### src/rtl/dtree_pkg.sv
// Shared types and widths for the sequential decision-tree classifier.
// Node word layout (MSB..LSB): internal | feat_idx | shift | thresh | left | right.
package dtree_pkg;

    localparam int unsigned N_FEAT    = 16;
    localparam int unsigned FEAT_W    = 8;
    localparam int unsigned N_NODES   = 64;
    localparam int unsigned CLASS_W   = 4;
    localparam int unsigned MAX_DEPTH = 15;

    localparam int unsigned NADDR_W  = $clog2(N_NODES);
    localparam int unsigned FIDX_W   = $clog2(N_FEAT);
    localparam int unsigned SHIFT_W  = 3;
    localparam int unsigned FEATS_W  = N_FEAT * FEAT_W;
    localparam int unsigned NODE_W   = 1 + FIDX_W + SHIFT_W + FEAT_W + 2 * NADDR_W;

    typedef struct packed {
        logic               internal;
        logic [FIDX_W-1:0]  feat_idx;
        logic [SHIFT_W-1:0] shift;
        logic [FEAT_W-1:0]  thresh;
        logic [NADDR_W-1:0] left;
        logic [NADDR_W-1:0] right;
    } node_t;

    typedef enum logic [1:0] {
        IDLE,
        WALK,
        DONE
    } state_t;

    // Coarse compare: only the top FEAT_W-shift bits of the feature take part.
    function automatic logic node_go_left(input logic [FEAT_W-1:0]  feat,
                                          input logic [SHIFT_W-1:0] shift,
                                          input logic [FEAT_W-1:0]  thresh);
        return (feat >> shift) <= thresh;
    endfunction

endpackage

### src/rtl/dtree_node_mem.sv
// Node table: register file, async-cleared, one write port and one combinational read port.
module dtree_node_mem
    import dtree_pkg::*;
(
    input  logic               clk,
    input  logic               rst_n,
    input  logic               we,
    input  logic [NADDR_W-1:0] waddr,
    input  logic [NODE_W-1:0]  wdata,
    input  logic [NADDR_W-1:0] raddr,
    output logic [NODE_W-1:0]  rdata_c
);

    logic [NODE_W-1:0] mem [N_NODES];

    always_ff @(posedge clk or negedge rst_n) begin
        if (!rst_n) begin
            for (int unsigned i = 0; i < N_NODES; i++) begin
                mem[i] <= '0;
            end
        end else if (we) begin
            mem[waddr] <= wdata;
        end
    end

    assign rdata_c = mem[raddr];

endmodule

### src/rtl/dtree_seq_classifier.sv
// Sequential decision-tree classifier: walks the loadable node table one node per clock.
// Optional DTREE_DEPTH_GUARD_EN aborts walks deeper than MAX_DEPTH with out_err.
module dtree_seq_classifier
    import dtree_pkg::*;
(
    input  logic               clk,
    input  logic               rst_n,
    input  logic               in_valid,
    output logic               in_ready,
    input  logic [FEATS_W-1:0] in_feat,
    output logic               out_valid,
    input  logic               out_ready,
    output logic [CLASS_W-1:0] out_class,
    output logic               out_err,
    input  logic               cfg_we,
    input  logic [NADDR_W-1:0] cfg_addr,
    input  logic [NODE_W-1:0]  cfg_data
);

    state_t               state_q, state_d;
    logic [NADDR_W-1:0]   cur_q, cur_d;
    logic [FEATS_W-1:0]   feat_q, feat_d;
    logic [CLASS_W-1:0]   class_d;
    logic [NODE_W-1:0]    node_word_c;
    node_t                node;
    logic [FEAT_W-1:0]    feat_sel;
    logic                 go_left;
    logic [NADDR_W-1:0]   child_raw;
    logic [NADDR_W-1:0]   child;

`ifdef DTREE_DEPTH_GUARD_EN
    localparam int unsigned DEPTH_W = $clog2(MAX_DEPTH + 1);
    logic [DEPTH_W-1:0]   depth_q, depth_d;
    logic                 err_d;
`endif

    // Table writes are only honoured while no walk is in flight.
    dtree_node_mem u_node_mem (
        .clk     (clk),
        .rst_n   (rst_n),
        .we      (cfg_we && (state_q == IDLE)),
        .waddr   (cfg_addr),
        .wdata   (cfg_data),
        .raddr   (cur_q),
        .rdata_c (node_word_c)
    );

    assign node = node_t'(node_word_c);

    // Out-of-range feature indices fall back to feature 0.
    always_comb begin
        feat_sel = feat_q[0 +: FEAT_W];
        for (int unsigned i = 0; i < N_FEAT; i++) begin
            if (node.feat_idx == FIDX_W'(i)) begin
                feat_sel = feat_q[i * FEAT_W +: FEAT_W];
            end
        end
    end

    assign go_left   = node_go_left(feat_sel, node.shift, node.thresh);
    assign child_raw = go_left ? node.left : node.right;

    generate
        if (N_NODES == (1 << NADDR_W)) begin : g_child_pow2
            assign child = child_raw;
        end else begin : g_child_wrap
            assign child = (child_raw >= NADDR_W'(N_NODES)) ? child_raw - NADDR_W'(N_NODES)
                                                             : child_raw;
        end
    endgenerate

    always_comb begin
        state_d = state_q;
        cur_d   = cur_q;
        feat_d  = feat_q;
        class_d = out_class;
`ifdef DTREE_DEPTH_GUARD_EN
        depth_d = depth_q;
        err_d   = out_err;
`endif
        case (state_q)
            IDLE: begin
                if (in_valid) begin
                    feat_d  = in_feat;
                    cur_d   = '0;
                    state_d = WALK;
`ifdef DTREE_DEPTH_GUARD_EN
                    depth_d = '0;
`endif
                end
            end
            WALK: begin
                if (!node.internal) begin
                    class_d = node_word_c[CLASS_W-1:0];
                    state_d = DONE;
                end
`ifdef DTREE_DEPTH_GUARD_EN
                else if (depth_q == DEPTH_W'(MAX_DEPTH)) begin
                    class_d = '0;
                    err_d   = 1'b1;
                    state_d = DONE;
                end
`endif
                else begin
                    cur_d = child;
`ifdef DTREE_DEPTH_GUARD_EN
                    depth_d = depth_q + DEPTH_W'(1);
`endif
                end
            end
            DONE: begin
                if (out_ready) begin
                    state_d = IDLE;
`ifdef DTREE_DEPTH_GUARD_EN
                    err_d   = 1'b0;
`endif
                end
            end
            default: state_d = IDLE;
        endcase
    end

    always_ff @(posedge clk or negedge rst_n) begin
        if (!rst_n) begin
            state_q   <= IDLE;
            cur_q     <= '0;
            feat_q    <= '0;
            in_ready  <= 1'b1;
            out_valid <= 1'b0;
            out_class <= '0;
        end else begin
            state_q   <= state_d;
            cur_q     <= cur_d;
            feat_q    <= feat_d;
            in_ready  <= (state_d == IDLE);
            out_valid <= (state_d == DONE);
            out_class <= class_d;
        end
    end

`ifdef DTREE_DEPTH_GUARD_EN
    always_ff @(posedge clk or negedge rst_n) begin
        if (!rst_n) begin
            depth_q <= '0;
            out_err <= 1'b0;
        end else begin
            depth_q <= depth_d;
            out_err <= err_d;
        end
    end
`else
    assign out_err = 1'b0;
`endif

endmodule

### config.mk
export PLATFORM = sky130hd
export DESIGN_NAME = dtree_seq_classifier
export DESIGN_NICKNAME = d
export VERILOG_FILES = /design/src/rtl/dtree_pkg.sv /design/src/rtl/dtree_node_mem.sv /design/src/rtl/dtree_seq_classifier.sv
export SDC_FILE = /design/constraint.sdc
export NUM_CORES = 2
export LEC_CHECK = 0
export CAP_MARGIN = 20
export CORE_UTILIZATION = 63
export DETAILED_ROUTE_END_ITERATION = 10
export HOLD_SLACK_MARGIN = 0.06
export MAX_ROUTING_LAYER = met4
export PLACE_DENSITY = 0.8
export SYNTH_ARGS = -nofsm -noshare
export SYNTH_HDL_FRONTEND = slang
export SYNTH_SLANG_ARGS = --single-unit
### constraint.sdc
create_clock -name clk -period 6.53 [get_ports clk]
set_clock_uncertainty 0.2 [all_clocks]
set_input_delay 1.306 -clock clk [delete_from_list [all_inputs] [get_ports clk]]
set_output_delay 1.306 -clock clk [all_outputs]
set_load 0.01 [all_outputs]
==> summary.md <==
| Metric | Value |
|---|---|
| Synth unique cells | `86` |
| Largest net degree at the start of global routing | `184` |
| Vias in the first global route | `54700` |
| Least-Margin Pin Slew | `1.14 ns` |
| # Max-Cap Violations | `0` |
| Final setup fails | `0` |
| Post-synth top cells | `dfrtp_1 (1933), mux2_2 (1804), mux4_2 (540)` |
| Initial antenna violation count | `13` |
| Layout cells sized above 1 | `49.7%` |
| Psw | `11.4 mW` |
| Sw Ratio | `30.7%` |
| Tmin final | `6.13 ns` |
| CTS H-tree lvls | `4` |
| Core area | `140000 µm²` |
| Crit path capture | `cur_q[1]` |
| Num ports | `174` |
| CTS clk-pin slew, worst paths | `0.06 ns` |
| Fraction of registers with async set/reset | `100%` |
| DR vias/cell | `6.75` |
| First-pass GRT wire length | `366000 µm` |
| Max Freq | `163 MHz` |
| Reg2reg start | `cur_q[0]` |
| Inst Count DP | `7514` |
| Avg Inst Size Synth | `15.3 µm²` |
| Detail Placement HPWL | `146000 µm` |
| Routed Antenna Nets | `0` |
| Biggest area consumer among synthesized cells | `dfrtp_1` |
| Total negative setup slack | `0 ns` |
| Fin cells | `7901` |
| CP Launch Type | `register` |
| Total gr overflow | `0` |
| Gate power share | `27.7%` |
| Drc violations | `0` |
| Reg2Reg Capture Point | `cur_q[1]` |
| Crit path DAT | `6.63 ns` |
| Top post-synthesis cells by area | `dfrtp_1 (55%), mux2_2 (23%), mux4_2 (14%)` |
| Syn nets | `5984` |
| Row Count | `137` |
| Post-CTS Hold Buffers | `0` |
| Status | `finished, final reports clean` |
| Root buf cell | `clkbuf_16` |
| Drt pass-1 iters | `6` |
| Power per Cell Area | `374 nW/µm²` |
| Share of the yosys chip area belonging to registers | `54.6%` |
| Die area | `142000 µm²` |
| Reg2reg path depth | `24` |
| Peak VDD IR | `272 µV` |
| Primary FF master, synth | `dfrtp_1` |
| Clock Latency Late Sink | `0.83 ns` |
| Synth Warn # | `0` |
| Bufs on Longest Clock Path | `3` |
| Placer congestion estimate | `0.975` |
| #FFs+latches synth | `1934` |
| Final count of hold timing violations | `0` |
| Unrepaired setup endpoints after global routing | `false` |
| Drt initial violations | `5394` |
| DRT Wirelength | `245000 µm` |
| CP Max Fanout | `22` |
| Drt wl/cell | `31.0 µm` |
| CTS tree | `yes` |
| Crit path from | `cur_q[0]` |
| Internal power | `25.7 mW` |
| Clock power frac | `30.6%` |
| HP Class | `input port to async pin` |
| Post-Syn Instances | `5809` |
| Vias | `53300` |
| Area grow syn2layout | `12.1%` |
| Port Buffers | `172` |
| Final net count | `6033` |
| Num CTS Buffers | `194` |
| Setup Crit Path Kind | `register to register` |
| Starting Density | `63.5%` |
| Die extent in x | `377 µm` |
| Share of the synthesized area in the top cell type | `54.6%` |
| Top-count cell post-synth | `dfrtp_1` |
| Final Slew Violations | `0` |
| EDFF count, synth | `0` |
| Die span in y | `377 µm` |
| Final Cycle Share | `93.9%` |
| Slew headroom | `24.0%` |
| LEAKAGE | `46.8 nW` |
| Worst EP required | `7.02 ns` |
| Synth Cell Area | `88600 µm²` |
| Tot GR Track Use | `36.3%` |
| Power Total | `37.1 mW` |
| R2r setup slk | `0.40 ns` |
| Crit. End Element | `register` |
| Seq pwr share | `41.7%` |
| CTS Sinks | `1934` |
## state kept, by name (all words and copies together), names as in the netlist
signal / count
u_node_mem.mem: 1792
feat_q: 128
cur_q: 6
out_class: 4
state_q: 2
in_ready: 1
out_valid: 1
## critical path: stages, from the launching register on
cell and delay [ns]:
dfrtp_4 0.53, buf_12 0.17, inv_2 0.17, mux4_2 0.54
nor2b_1 0.19, nor4_4 0.41, a22o_4 0.36, buf_4 0.25
buf_4 0.14, nor2_1 0.06, a22oi_1 0.18, o211ai_1 0.18
a221o_1 0.42, a221oi_1 0.37, a221oi_2 0.06, ha_1 0.29
nand3_1 0.09, o22ai_1 0.14, o21bai_1 0.07, a22oi_1 0.25
buf_4 0.26, buf_4 0.14, mux2_2 0.32, nand3_1 0.08
o21ai_1 0.09
## cells by family after synthesis
| kind of cell | after synthesis | synth area share [%] |
|---|---|---|
| compound gates | 223 | 1.80 |
| fa+ha+maj | 8 | 0.113 |
| buf+inv | 560 | 2.76 |
| flops | 1934 | 54.6 |
| mux | 2418 | 37.5 |
| other cells | 1 | 0.00423 |
| simple gates | 665 | 3.18 |
## through the flow
stage	setup WS (ns)	cell area (µm²)	utilization, %	hold WS [ns]
final	0.396	99400	71.2	0.173
after global routing	0.0109	99400	71.2	0.278
after CTS	0.130	98800	70.8	0.283
after detailed placement	0.171	92300	66.1	0.262
after global placement	0.196	92300	66.1	0.264
after floorplan	0.961	88600	-	0.237
## layout by cell type, fill, tap and decap left out, types with 49 or more instances in the layout
| cell | n |
|---|---|
| clkbuf_8 | 49 |
| nand2_1 | 428 |
| buf_4 | 159 |
| clkbuf_16 | 201 |
| dfrtp_1 | 1928 |
| mux2i_1 | 72 |
| mux2_2 | 1804 |
| clkdlybuf4s50_1 | 143 |
| mux4_2 | 540 |
## layer usage
metal	global-route usage, %	routed length (µm)	vias to the layer above	share of wire (%)
met3	8.09	20600	535	8.4
met5	-	0	-	0
li1	-	-	21600	-
met4	12.6	9040	0	3.7
met2	54.0	116000	2255	47
met1	50.1	99500	29000	41
## layout make-up
class / count / area (µm²)
antenna: 11 / 27.5
clock inverter: 55 / 676
sequential: 1934 / 48400
inverter: 27 / 106
clock buffer: 297 / 5860
tap: 1876 / 2350
timing repair buffer: 386 / 3890
fill: 8933 / 40200
multi-input combinational: 3315 / 38000
## how the worst min path moves through the flow
stage | start | to | depth (start not counted)
final | rst_n | feat_q[16] | 1
after CTS | feat_q[91] | feat_q[91] | 2
after detailed placement | feat_q[34] | feat_q[34] | 2
after global placement | feat_q[8] | feat_q[8] | 2
after floorplan | feat_q[6] | feat_q[6] | 2
after global routing | rst_n | feat_q[16] | 1
## power groups by stage
stage          sequential (mW)  combinational (mW)  clock, mW
2_1_floorplan             15.0                7.25          0
3_3_place_gp              15.5                9.88          0
3_5_place_dp              15.6                10.1          0
4_1_cts                   15.4                10.1       11.5
5_1_grt                   15.7                11.0       12.0
6_report                  15.5                10.3       11.4
## timing repair
action,in CTS,in global routing
gates resized for setup,0,10
endpoints found under the setup margin,0,6
hold endpoints to repair,0,0
setup buffers,0,3
Note: power is estimated with default switching activity, not from simulation.
